==> src/rtl/conv_result_writer.sv <==
// conv_result_writer
//
// Write-back end of the convolution block-memory interface. Accepts the
// saturated 16-bit convolution output stream, packs pairs of results into
// 32-bit words (first sample in the low half) and writes them into block
// memory starting at RESULT_BASE_WORD. An odd final sample is written as a
// half word on the low two byte lanes. Completion is reported through the
// sticky oDONE flag.
//
// Ports:
//   iCLK        clock
//   iRSTn       asynchronous active-low reset
//   iSTART      level from the AXI control register; a run starts on its rising edge
//   iY          signed convolution result
//   iValid      iY valid this cycle
//   oBLK_ADDR   block memory word address
//   oBLK_WDATA  block memory write data
//   oBLK_EN     block memory enable (one-cycle write strobe)
//   oBLK_WE     byte write enables
//   oBUSY       run in progress
//   oDONE       sticky: run complete
//   oDROP       sticky: a valid sample arrived while not armed

module conv_result_writer #(
    parameter int ADDR_WIDTH       = 12,
    parameter int DATA_WIDTH       = 32,
    parameter int WEA_WIDTH        = 4,
    parameter int RESULT_BASE_WORD = 'h200,
    parameter int RESULT_COUNT     = 576,
    parameter int CNT_WIDTH        = 10
) (
    input  logic                    iCLK,
    input  logic                    iRSTn,
    input  logic                    iSTART,
    input  logic [15:0]             iY,
    input  logic                    iValid,
    output logic [ADDR_WIDTH-3:0]   oBLK_ADDR,
    output logic [DATA_WIDTH-1:0]   oBLK_WDATA,
    output logic                    oBLK_EN,
    output logic [WEA_WIDTH-1:0]    oBLK_WE,
    output logic                    oBUSY,
    output logic                    oDONE,
    output logic                    oDROP
);

    localparam int WAW = ADDR_WIDTH - 2;
    localparam logic [WAW-1:0]       BASE = WAW'(RESULT_BASE_WORD);
    localparam logic [CNT_WIDTH-1:0] LAST = CNT_WIDTH'(RESULT_COUNT);

    typedef enum logic [1:0] {
        IDLE,
        ARMED,
        DONE
    } state_t;

    state_t               state;
    state_t               state_next;
    logic                 start_d;
    logic                 start_pulse;
    logic [CNT_WIDTH-1:0] cnt;
    logic [CNT_WIDTH-1:0] cnt_inc;
    logic [WAW-1:0]       ptr;
    logic                 half;
    logic [15:0]          lo;
    logic                 accept;
    logic                 last;

    assign start_pulse = iSTART & ~start_d;
    assign accept      = (state == ARMED) & iValid;
    assign cnt_inc     = cnt + 1'b1;
    assign last        = accept & (cnt_inc == LAST);

    // State register.
    always_ff @(posedge iCLK or negedge iRSTn) begin
        if (!iRSTn) begin
            state <= IDLE;
        end else begin
            state <= state_next;
        end
    end

    // Next-state logic: a start edge arms the block from IDLE or DONE, and
    // the accept that reaches RESULT_COUNT ends the run. A start edge while
    // armed is ignored, so there is no restart mid-run.
    always_comb begin
        state_next = state;
        case (state)
            IDLE:    if (start_pulse) state_next = ARMED;
            ARMED:   if (last)        state_next = DONE;
            DONE:    if (start_pulse) state_next = ARMED;
            default: state_next = IDLE;
        endcase
    end

    // Datapath and registered outputs. The write strobe is registered, so it
    // appears one cycle after the sample that completes a word. oBUSY is
    // dropped one cycle after entering DONE so that it still covers the
    // final strobe cycle.
    always_ff @(posedge iCLK or negedge iRSTn) begin
        if (!iRSTn) begin
            start_d    <= 1'b0;
            cnt        <= '0;
            ptr        <= '0;
            half       <= 1'b0;
            lo         <= '0;
            oBLK_ADDR  <= '0;
            oBLK_WDATA <= '0;
            oBLK_EN    <= 1'b0;
            oBLK_WE    <= '0;
            oBUSY      <= 1'b0;
            oDONE      <= 1'b0;
            oDROP      <= 1'b0;
        end else begin
            start_d <= iSTART;
            oBLK_EN <= 1'b0;
            oBLK_WE <= '0;

            if ((state != ARMED) && start_pulse) begin
                cnt   <= '0;
                ptr   <= '0;
                half  <= 1'b0;
                oBUSY <= 1'b1;
                oDONE <= 1'b0;
                oDROP <= 1'b0;
            end else begin
                if ((state == DONE) && oBUSY) begin
                    oBUSY <= 1'b0;
                    oDONE <= 1'b1;
                end
                if ((state != ARMED) && iValid) begin
                    oDROP <= 1'b1;
                end
            end

            if (accept) begin
                cnt <= cnt_inc;
                if (half) begin
                    oBLK_EN    <= 1'b1;
                    oBLK_WE    <= '1;
                    oBLK_WDATA <= DATA_WIDTH'({iY, lo});
                    oBLK_ADDR  <= BASE + ptr;
                    ptr        <= ptr + 1'b1;
                    half       <= 1'b0;
                end else if (last) begin
                    // Odd result count: the lone final sample goes out as a half word.
                    oBLK_EN    <= 1'b1;
                    oBLK_WE    <= WEA_WIDTH'(4'b0011);
                    oBLK_WDATA <= DATA_WIDTH'({16'h0000, iY});
                    oBLK_ADDR  <= BASE + ptr;
                end else begin
                    lo   <= iY;
                    half <= 1'b1;
                end
            end
        end
    end

endmodule

==> config.mk <==
export PLATFORM = sky130hd
export DESIGN_NAME = conv_result_writer
export DESIGN_NICKNAME = d
export VERILOG_FILES = /design/src/rtl/conv_result_writer.sv
export SDC_FILE = /design/constraint.sdc
export NUM_CORES = 1
export LEC_CHECK = 0
export ABC_AREA = 1
export ABC_CLOCK_PERIOD_IN_PS = 5900
export CORE_ASPECT_RATIO = 2
export CORE_MARGIN = 2
export CORE_UTILIZATION = 50
export DETAILED_ROUTE_END_ITERATION = 10
export PLACE_DENSITY = 0.76
export SYNTH_ARGS = -nofsm -noshare
export SYNTH_HDL_FRONTEND = slang
export SYNTH_SLANG_ARGS = --single-unit
==> constraint.sdc <==
create_clock -name iCLK -period 5.9 [get_ports iCLK]
set_clock_uncertainty 0.2 [all_clocks]
set_input_delay 0.59 -clock iCLK [delete_from_list [all_inputs] [get_ports iCLK]]
set_output_delay 0.59 -clock iCLK [all_outputs]
set_load 0.005 [all_outputs]
==> report_table.html, run 1 <==
<table>
<tr><th>Metric</th><th>Value</th></tr>
<tr><th colspan="2">Die</th></tr>
<tr><td>Initial core utilization</td><td>about half</td></tr>
<tr><td>Total die area</td><td>8790 um^2</td></tr>
<tr><td>DIE HEIGHT</td><td>131 um</td></tr>
<tr><td>Io pins</td><td>70</td></tr>
<tr><td>Die width</td><td>67.3 um</td></tr>
<tr><td>Row count</td><td>46</td></tr>
<tr><td>Placeable Area</td><td>around 7800 um^2</td></tr>
<tr><th colspan="2">Worst setup path</th></tr>
<tr><td>Critical path required time</td><td>5.92 ns</td></tr>
<tr><td>Startpoint-to-endpoint class of the critical path</td><td>in -&gt; reg</td></tr>
<tr><td>Nature of the critical path startpoint</td><td>input pin</td></tr>
<tr><td>Startpoint of the most critical register-to-register path</td><td>cnt[1]</td></tr>
<tr><td>Critical Path Source</td><td>iValid</td></tr>
<tr><td>CP Max Fanout</td><td>between 40 and 50</td></tr>
<tr><td>Critical path data arrival time</td><td>3.16 ns</td></tr>
<tr><td>Critical Path Sink Type</td><td>register</td></tr>
<tr><th colspan="2">Yosys</th></tr>
<tr><td>Post-synthesis cell type count</td><td>29</td></tr>
<tr><td>Proportion of register bits with asynchronous set or reset after synthesis</td><td>100%</td></tr>
<tr><td>Count of flip-flops with a built-in enable after synthesis</td><td>0</td></tr>
<tr><td>Ys flop type</td><td>dfrtp_1</td></tr>
<tr><td>Post-synthesis instance total</td><td>between 400 and 500</td></tr>
<tr><td>Library cell with the highest instance count after synthesis</td><td>nand2_1</td></tr>
<tr><td>Mapped Nets</td><td>508</td></tr>
<tr><td>Yosys warning count</td><td>0</td></tr>
<tr><td>Commonest cells post-synth</td><td>nand2_1, dfrtp_1, nand3_1</td></tr>
<tr><td>FF+latch count, synth</td><td>88</td></tr>
<tr><td>Leading area contributor after synthesis</td><td>dfrtp_1</td></tr>
<tr><td>Fraction of synthesized cell area taken by the top area cell type</td><td>54.9%</td></tr>
<tr><td>Synth Cell Area</td><td>4010 um^2</td></tr>
<tr><td>Synthesized area per cell</td><td>roughly 8.3 um^2</td></tr>
<tr><td>Top post-synthesis cells by area</td><td>dfrtp_1, nand2_1, nand3_1</td></tr>
<tr><td>Share of synthesized area occupied by flip-flops and latches</td><td>54.9%</td></tr>
<tr><th colspan="2">Power</th></tr>
<tr><td>Leakage</td><td>~2.5 nW</td></tr>
<tr><td>Total power divided by cell area</td><td>470 nW/um^2</td></tr>
<tr><td>Peak ir drop on the vdd network</td><td>272 uV</td></tr>
<tr><th colspan="2">GRT</th></tr>
<tr><td>Total congestion overflow</td><td>0</td></tr>
<tr><td>Total track usage</td><td>21.2%</td></tr>
<tr><td>Largest net degree at the start of global routing</td><td>77</td></tr>
<tr><td>Wire length of the first global-routing pass</td><td>14.2 mm</td></tr>
<tr><td>Number of global-route vias before repair</td><td>3158</td></tr>
<tr><td>Number of antenna violations at the first check in global routing</td><td>0</td></tr>
<tr><th colspan="2">Run</th></tr>
<tr><td>Max cap viols</td><td>0</td></tr>
<tr><th colspan="2">Finish</th></tr>
<tr><td>Synth-to-Final Area Change</td><td>24.8%</td></tr>
<tr><td>Count of filler cells inserted in the layout</td><td>692</td></tr>
<tr><td>Reg area</td><td>2200 um^2</td></tr>
<tr><td>Multi-input gate area in the final layout</td><td>between 1500 and 2000 um^2</td></tr>
<tr><td>Ant. Diodes</td><td>0</td></tr>
<tr><td>Post-layout net count</td><td>567</td></tr>
<tr><td>Fraction of final layout cells with drive strength greater than 1</td><td>5.28%</td></tr>
<tr><td>Util after Layout</td><td>a little under two thirds</td></tr>
<tr><th colspan="2">Placed design</th></tr>
<tr><td>Dpl hpwl</td><td>between 5 and 6 mm</td></tr>
<tr><td>RePlAce Congestion</td><td>approximately 0.85</td></tr>
<tr><td># port buffers</td><td>69</td></tr>
<tr><th colspan="2">Clock tree</th></tr>
<tr><td>CTS Root Cell</td><td>clkbuf_16</td></tr>
<tr><td>Clock transition at path regs</td><td>0.06 ns</td></tr>
<tr><td>Number of buffers on the longest clock path</td><td>2</td></tr>
<tr><td>Sinks on the clock net</td><td>88</td></tr>
<tr><td>TritonCTS Buffers</td><td>9</td></tr>
<tr><td>Depth of the CTS H-tree</td><td>3</td></tr>
<tr><td>Clock tree from TritonCTS</td><td>built</td></tr>
<tr><td>Quantity of gates resized following cts</td><td>0</td></tr>
<tr><td>Worst-skew pair later-pin latency</td><td>0.34 ns</td></tr>
<tr><th colspan="2">Detailed routing</th></tr>
<tr><td>Total Routed Length</td><td>8.39 mm</td></tr>
<tr><td>Initial DRC Count</td><td>236</td></tr>
<tr><td>WL per Instance</td><td>13.0 um</td></tr>
<tr><td>Number of search-and-repair iterations in the first detailed-routing pass</td><td>4</td></tr>
<tr><td>DRT antenna net count</td><td>0</td></tr>
<tr><td>Via count</td><td>3250</td></tr>
<tr><td>Post-DR vias/cell</td><td>~5</td></tr>
<tr><td>Detailed-route DRC error count</td><td>0</td></tr>
<tr><th colspan="2">Min path</th></tr>
<tr><td>Start point of the worst hold path</td><td>oBLK_WDATA[20]</td></tr>
<tr><td>Worst min-delay path class</td><td>reg -&gt; reg</td></tr>
<tr><th colspan="2">STA</th></tr>
<tr><td>Final Hold Violating Endpoints</td><td>0</td></tr>
<tr><td>Final number of setup-violating endpoints</td><td>0</td></tr>
<tr><td>Setup repair after global routing missed its margin</td><td>no</td></tr>
<tr><td>Slew at the pin closest to its max-slew limit</td><td>between 0.8 and 0.9 ns</td></tr>
<tr><td>Total negative slack</td><td>0 ns</td></tr>
<tr><td>Post-route fraction of the period consumed by the critical path</td><td>53.2%</td></tr>
<tr><td>Number of max-slew violations in the final report</td><td>0</td></tr>
<tr><td>Max Freq</td><td>319 MHz</td></tr>
<tr><td>Worst slew slack as a fraction of its limit</td><td>around 40%</td></tr>
<tr><td>Min Clock Period, post-route</td><td>3.14 ns</td></tr>
<tr><th colspan="2">Run status</th></tr>
<tr><td>Run status</td><td>completed</td></tr>
</table>
## worst paths after layout
kind | slack [ns] | cells past startpoint | end
min reg2reg | 0.27 | 2 | oBLK_WDATA[20]
max reg2reg | 2.95 | 12 | oBLK_WDATA[16]
max in group asynchronous | 3.94 | 3 | oBLK_WDATA[25]
min in group asynchronous | 0.43 | 2 | oBLK_ADDR[9]
min | 0.27 | 2 | oBLK_WDATA[20]
max | 2.76 | 10 | oBLK_WDATA[16]
## cells by family (layout without fill, tap and decap cells)
family	count (synthesis)	after routing	share of synthesized area [%]
flops	88	88	54.9
xor+xnor	2	2	0.437
mux	1	1	0.250
simple gates	313	313	33.6
compound gates	25	25	3.31
fa+ha+maj	3	3	0.937
buf+inv	53	117	6.56
## layout make-up
type / instances / area share, %
flip-flops and latches: 88 / 44.0
multi-input cells: 344 / 30.8
repair buffers: 72 / 14.3
clock buffers: 13 / 5.00
well taps: 96 / 2.40
inverters: 29 / 2.18
clock inverters: 3 / 1.30
## state kept, by name, summed over array words and instances (netlist names)
signal,flops
cnt,10
half,1
lo,16
oBLK_ADDR,10
oBLK_EN,1
oBLK_WDATA,32
oBLK_WE,2
oBUSY,1
oDONE,1
oDROP,1
ptr,10
start_d,1
state,2
## worst max-delay path: stages
cell             delay, ns
clkdlybuf4s50_1       0.45
inv_1                 0.07
nor2_4                0.49
nand3_1               0.20
nor2_2                0.13
nand2_2               0.27
nand2_4               0.36
nand2_4               0.33
nand2_1               0.17
nand2_1               0.07
## power breakdown
| part | internal (mW) | switching [mW] | leakage (nW) | total, mW |
|---|---|---|---|---|
| combinational | 0.380 | 0.385 | 1.25 | 0.765 |
| sequential | 0.826 | 0.164 | 1.12 | 0.989 |
| clock | 0.382 | 0.216 | 0.154 | 0.598 |
## layout by cell type, fill, tap and decap left out
master	count
inv_2	1
buf_4	3
clkbuf_1	3
xnor2_1	2
nor2_4	1
inv_1	27
nand2_1	222
nand2_2	1
bufinv_16	2
a21oi_1	4
o22ai_1	4
nor2_1	16
clkinv_1	1
nand3_4	1
o21ai_0	15
nand4_1	20
nand2_4	2
nor2_2	5
clkbuf_16	9
nand3_2	2
mux2i_1	1
clkbuf_8	1
a211oi_1	1
o21ai_1	1
clkinv_2	1
and3_1	2
clkdlybuf4s50_1	68
ha_1	3
dfrtp_1	88
dlygate4sd3_1	1
nand3_1	37
nor3_1	4
## what timing repair did
item,4_1_cts,5_1_grt
hold buffers,1,0
endpoints found under the setup margin,0,0
endpoints found under the hold margin,12,0
setup buffers,0,0
## metal layers
| layer | vias up | part of all wire (%) | track usage (%) |
|---|---|---|---|
| met2 | 92 | 51 | 34.9 |
| met3 | 8 | 5.3 | 5.91 |
| met5 | - | 0 | 0 |
| met1 | 1482 | 43 | 26.1 |
| li1 | 1668 | - | - |
| met4 | 0 | 1.0 | 8.52 |
## through the flow
stage | std cells | hold slack [ns] | setup WS, ns | instance area (um^2) | total power, mW
floorplan | 485 | 0.0944 | 3.95 | 4010 | 1.40
global placement | 628 | 0.243 | 2.47 | 4680 | 1.74
detailed placement | 628 | 0.248 | 2.40 | 4680 | 1.77
CTS | 645 | 0.272 | 2.75 | 5000 | 2.38
global route | 645 | 0.284 | 2.45 | 5000 | 2.53
finish | 645 | 0.267 | 2.76 | 5000 | 2.35
Note: power is estimated with default switching activity, not from simulation.
==> run 2: changes to the inputs <==
ABC_CLOCK_PERIOD_IN_PS = 2900   (was 5900)
clock period = 2.9 ns   (was 5.9 ns; I/O delays follow)
==> run 2 against run 1 <==
Critical path depth rose by 2. Register-to-register slack got worse by 2.5 ns. First-iteration DRC count rose by 17%. Worst setup slack got worse by 2.3 ns. Via count rose by 4.6%. Core utilization rose by 1.1 points. Cell count rose by 1.1%. Combinational power rose by 110%. Sequential power rose by 100%. Non-clock buffer count rose by 7. Flip-flop and latch count did not move. Critical path type is now reg -> reg.
==> report_table.html, run 2 (same netlist as run 1, synthesis figures left out) <==
<table>
<tr><th>Metric</th><th>Value</th></tr>
<tr><th colspan="2">Run</th></tr>
<tr><td>Max cap viols</td><td>0 (unchanged)</td></tr>
<tr><th colspan="2">Finish</th></tr>
<tr><td>Highest-count cells in the layout ignoring fill and taps</td><td>nand2_1, dfrtp_1, clkdlybuf4s50_1 (unchanged)</td></tr>
<tr><td>Number of standard cells in the final layout excluding fillers</td><td>652 (was 645)</td></tr>
<tr><td>Synth-to-Final Area Change</td><td>26.9% (was 24.8%)</td></tr>
<tr><td>Fraction of final layout cells with drive strength greater than 1</td><td>6.65% (was 5.28%)</td></tr>
<tr><td>Util after Layout</td><td>65.0% (was 63.9%)</td></tr>
<tr><td>Post-layout net count</td><td>574 (was 567)</td></tr>
<tr><td>Top reg by flops</td><td>oBLK_WDATA (unchanged)</td></tr>
<tr><td>Ant. Diodes</td><td>0 (unchanged)</td></tr>
<tr><td>Count of filler cells inserted in the layout</td><td>667 (was 692)</td></tr>
<tr><td>Regs by FF count</td><td>oBLK_WDATA (32), lo (16) (unchanged)</td></tr>
<tr><td>Commonest non-fill, non-tap cell in the layout</td><td>nand2_1 (unchanged)</td></tr>
<tr><td>Number of flip-flops in the largest register</td><td>32 (unchanged)</td></tr>
<tr><th colspan="2">Die</th></tr>
<tr><td>Io pins</td><td>70 (unchanged)</td></tr>
<tr><td>Placeable Area</td><td>7830 um^2 (unchanged)</td></tr>
<tr><td>Row count</td><td>46 (unchanged)</td></tr>
<tr><td>Die width</td><td>67.3 um (unchanged)</td></tr>
<tr><td>DIE HEIGHT</td><td>131 um (unchanged)</td></tr>
<tr><td>Total die area</td><td>8790 um^2 (unchanged)</td></tr>
<tr><td>Initial core utilization</td><td>51.2% (unchanged)</td></tr>
<tr><th colspan="2">Detailed routing</th></tr>
<tr><td>Initial DRC Count</td><td>275 (was 236)</td></tr>
<tr><td>Via count</td><td>3398 (was 3250)</td></tr>
<tr><td>DRT antenna net count</td><td>0 (unchanged)</td></tr>
<tr><td>Detailed-route DRC error count</td><td>0 (unchanged)</td></tr>
<tr><td>Number of search-and-repair iterations in the first detailed-routing pass</td><td>4 (unchanged)</td></tr>
<tr><td>Total Routed Length</td><td>8.82 mm (was 8.39 mm)</td></tr>
<tr><td>WL per Instance</td><td>13.5 um (was 13.0 um)</td></tr>
<tr><td>Post-DR vias/cell</td><td>5.21 (was 5.04)</td></tr>
<tr><th colspan="2">GRT</th></tr>
<tr><td>Total track usage</td><td>22.5% (was 21.2%)</td></tr>
<tr><td>Largest net degree at the start of global routing</td><td>47 (was 77)</td></tr>
<tr><td>Number of global-route vias before repair</td><td>3224 (was 3158)</td></tr>
<tr><td>Number of antenna violations at the first check in global routing</td><td>0 (unchanged)</td></tr>
<tr><td>Wire length of the first global-routing pass</td><td>15.1 mm (was 14.2 mm)</td></tr>
<tr><td>Total congestion overflow</td><td>0 (unchanged)</td></tr>
<tr><th colspan="2">STA</th></tr>
<tr><td>Final Hold Violating Endpoints</td><td>0 (unchanged)</td></tr>
<tr><td>Post-route fraction of the period consumed by the critical path</td><td>85.6%</td></tr>
<tr><td>Slew at the pin closest to its max-slew limit</td><td>0.555 ns (was 0.898 ns)</td></tr>
<tr><td>Max Freq</td><td>403 MHz</td></tr>
<tr><td>Number of max-slew violations in the final report</td><td>0 (unchanged)</td></tr>
<tr><td>Setup repair after global routing missed its margin</td><td>no (unchanged)</td></tr>
<tr><td>Min Clock Period, post-route</td><td>2.48 ns</td></tr>
<tr><td>Worst slew slack as a fraction of its limit</td><td>63.0% (was 40.1%)</td></tr>
<tr><td>Total negative slack</td><td>0 ns (unchanged)</td></tr>
<tr><td>Final number of setup-violating endpoints</td><td>0 (unchanged)</td></tr>
<tr><td>Crit path setup slack, layout</td><td>0.417 ns (was 2.76 ns)</td></tr>
<tr><th colspan="2">Placed design</th></tr>
<tr><td>RePlAce Congestion</td><td>0.877 (was 0.849)</td></tr>
<tr><td>Count of placed standard cells including taps</td><td>635 (was 628)</td></tr>
<tr><td>Post-placement worst setup slack</td><td>0.434 ns (was 2.40 ns)</td></tr>
<tr><td># port buffers</td><td>69 (unchanged)</td></tr>
<tr><td>Dpl hpwl</td><td>5.99 mm (was 5.53 mm)</td></tr>
<tr><th colspan="2">Power</th></tr>
<tr><td>Tot Pwr</td><td>4.91 mW (was 2.35 mW)</td></tr>
<tr><td>Switch Pwr</td><td>1.60 mW (was 0.764 mW)</td></tr>
<tr><td>Peak ir drop on the vdd network</td><td>579 uV (was 272 uV)</td></tr>
<tr><td>Share of power burned in the clock network</td><td>26.2% (was 25.4%)</td></tr>
<tr><td>Leakage</td><td>2.58 nW (was 2.53 nW)</td></tr>
<tr><td>Switching share of total power</td><td>32.6% (was 32.5%)</td></tr>
<tr><td>Total power divided by cell area</td><td>964 nW/um^2 (was 470 nW/um^2)</td></tr>
<tr><td>Internal power</td><td>3.31 mW (was 1.59 mW)</td></tr>
<tr><td>Part of the total power dissipated in combinational logic</td><td>33.0% (was 32.5%)</td></tr>
<tr><td>Fraction of power consumed by sequential logic</td><td>40.8% (was 42.1%)</td></tr>
<tr><th colspan="2">Worst setup path</th></tr>
<tr><td>Nature of the critical path startpoint</td><td>register (was input pin)</td></tr>
<tr><td>Critical path required time</td><td>2.92 ns (was 5.92 ns)</td></tr>
<tr><td>Critical Path Sink Type</td><td>register (unchanged)</td></tr>
<tr><td>R2R setup slack</td><td>0.42 ns (was 2.95 ns)</td></tr>
<tr><td>Startpoint-to-endpoint class of the critical path</td><td>reg -&gt; reg (was in -&gt; reg)</td></tr>
<tr><td>Startpoint of the most critical register-to-register path</td><td>cnt[1] (unchanged)</td></tr>
<tr><td>CP Max Fanout</td><td>44 (unchanged)</td></tr>
<tr><td>Endpoint of the worst-slack reg-to-reg timing path</td><td>oBLK_ADDR[1] (was oBLK_WDATA[16])</td></tr>
<tr><td>Critical path data arrival time</td><td>2.50 ns (was 3.16 ns)</td></tr>
<tr><td>Number of cells on the worst reg-to-reg path</td><td>12 (unchanged)</td></tr>
<tr><th colspan="2">Min path</th></tr>
<tr><td>Start point of the worst hold path</td><td>iSTART (was oBLK_WDATA[20])</td></tr>
<tr><td>Hold Path End</td><td>start_d (was oBLK_WDATA[20])</td></tr>
<tr><td>Worst min-delay path class</td><td>in -&gt; reg (was reg -&gt; reg)</td></tr>
<tr><td>WHS Path Cells</td><td>1 (was 2)</td></tr>
<tr><th colspan="2">Clock tree</th></tr>
<tr><td>TritonCTS Buffers</td><td>9 (unchanged)</td></tr>
<tr><td>Number of buffers inserted to repair setup after CTS</td><td>0 (unchanged)</td></tr>
<tr><td>Clock tree from TritonCTS</td><td>built (unchanged)</td></tr>
<tr><td>Depth of the CTS H-tree</td><td>3 (unchanged)</td></tr>
<tr><td>Clock transition at path regs</td><td>0.06 ns (about the same)</td></tr>
<tr><td>Worst-skew pair later-pin latency</td><td>0.34 ns (about the same)</td></tr>
<tr><td>Sinks on the clock net</td><td>88 (unchanged)</td></tr>
<tr><td>CTS Root Cell</td><td>clkbuf_16 (unchanged)</td></tr>
<tr><td>Quantity of gates resized following cts</td><td>0 (unchanged)</td></tr>
<tr><td>Number of buffers on the longest clock path</td><td>2 (unchanged)</td></tr>
<tr><th colspan="2">Run status</th></tr>
<tr><td>Run status</td><td>completed (unchanged)</td></tr>
</table>
run 2: cell types whose count changed in the layout (fill, tap and decap cells not counted), sizes merged:
cell    previous run  this run
clkbuf            13        14
buf                3        10
clkinv             2         1
run 2: worst max path at each step:
stage	start	end	slack, ns	cells after the start
after CTS	cnt[1]	oBLK_ADDR[1]	0.40	12
final	cnt[1]	oBLK_ADDR[1]	0.42	12
after detailed placement	cnt[1]	oBLK_ADDR[8]	0.43	12
after global routing	cnt[1]	oBLK_WDATA[13]	0.06	12
after global placement	cnt[0]	oBLK_WDATA[26]	0.53	13
after floorplan	cnt[1]	oBLK_ADDR[0]	0.95	13
run 2: through the flow:
step           area (um^2)  hold slack, ns
5_1_grt               5090           0.247
6_report              5090           0.231
2_1_floorplan         4010          -0.206
3_3_place_gp          4740           0.117
4_1_cts               5090           0.239
3_5_place_dp          4740           0.121
run 2: critical path, stage by stage, from the launching register on:
cell and delay, ns:
dfrtp_1 0.42, ha_1 0.26, nand3_2 0.11, nor2_2 0.13
nand3_1 0.09, nand2_1 0.07, nand2_1 0.06, nor2_1 0.13
nand2_2 0.08, nand2_4 0.25, nand2_4 0.33, nand2_1 0.16
nand2_1 0.07
run 2: what timing repair did:
item	CTS	global route
hold buffers	1	0
endpoints found under the setup margin	0	0
endpoints found under the hold margin	42	0
run 2: area by class of cell:
class	instances	area [um^2]	area share [%]
clock buffer	14	274	5.39
clock inverter	2	60.1	1.18
inverter	29	109	2.14
multi-input combinational	344	1540	30.3
sequential	88	2200	43.3
tap	96	120	2.36
timing repair buffer	79	778	15.3
run 2: power by group through the flow:
stage | clock [mW] | sequential, mW | combinational (mW)
4_1_cts | 1.30 | 2.00 | 1.64
6_report | 1.28 | 2.00 | 1.62
3_5_place_dp | 0 | 2.02 | 1.63
3_3_place_gp | 0 | 2.00 | 1.58
2_1_floorplan | 0 | 1.97 | 0.887
5_1_grt | 1.34 | 2.07 | 1.85
run 2: layer usage:
metal  up-vias  global-route usage, %  wire, um
li1       1679                      -         -
met1      1614                   30.0      3890
met2        89                   35.8      4350
met3        16                   4.54       446
met4         0                   8.88       142
met5         -                      0         0
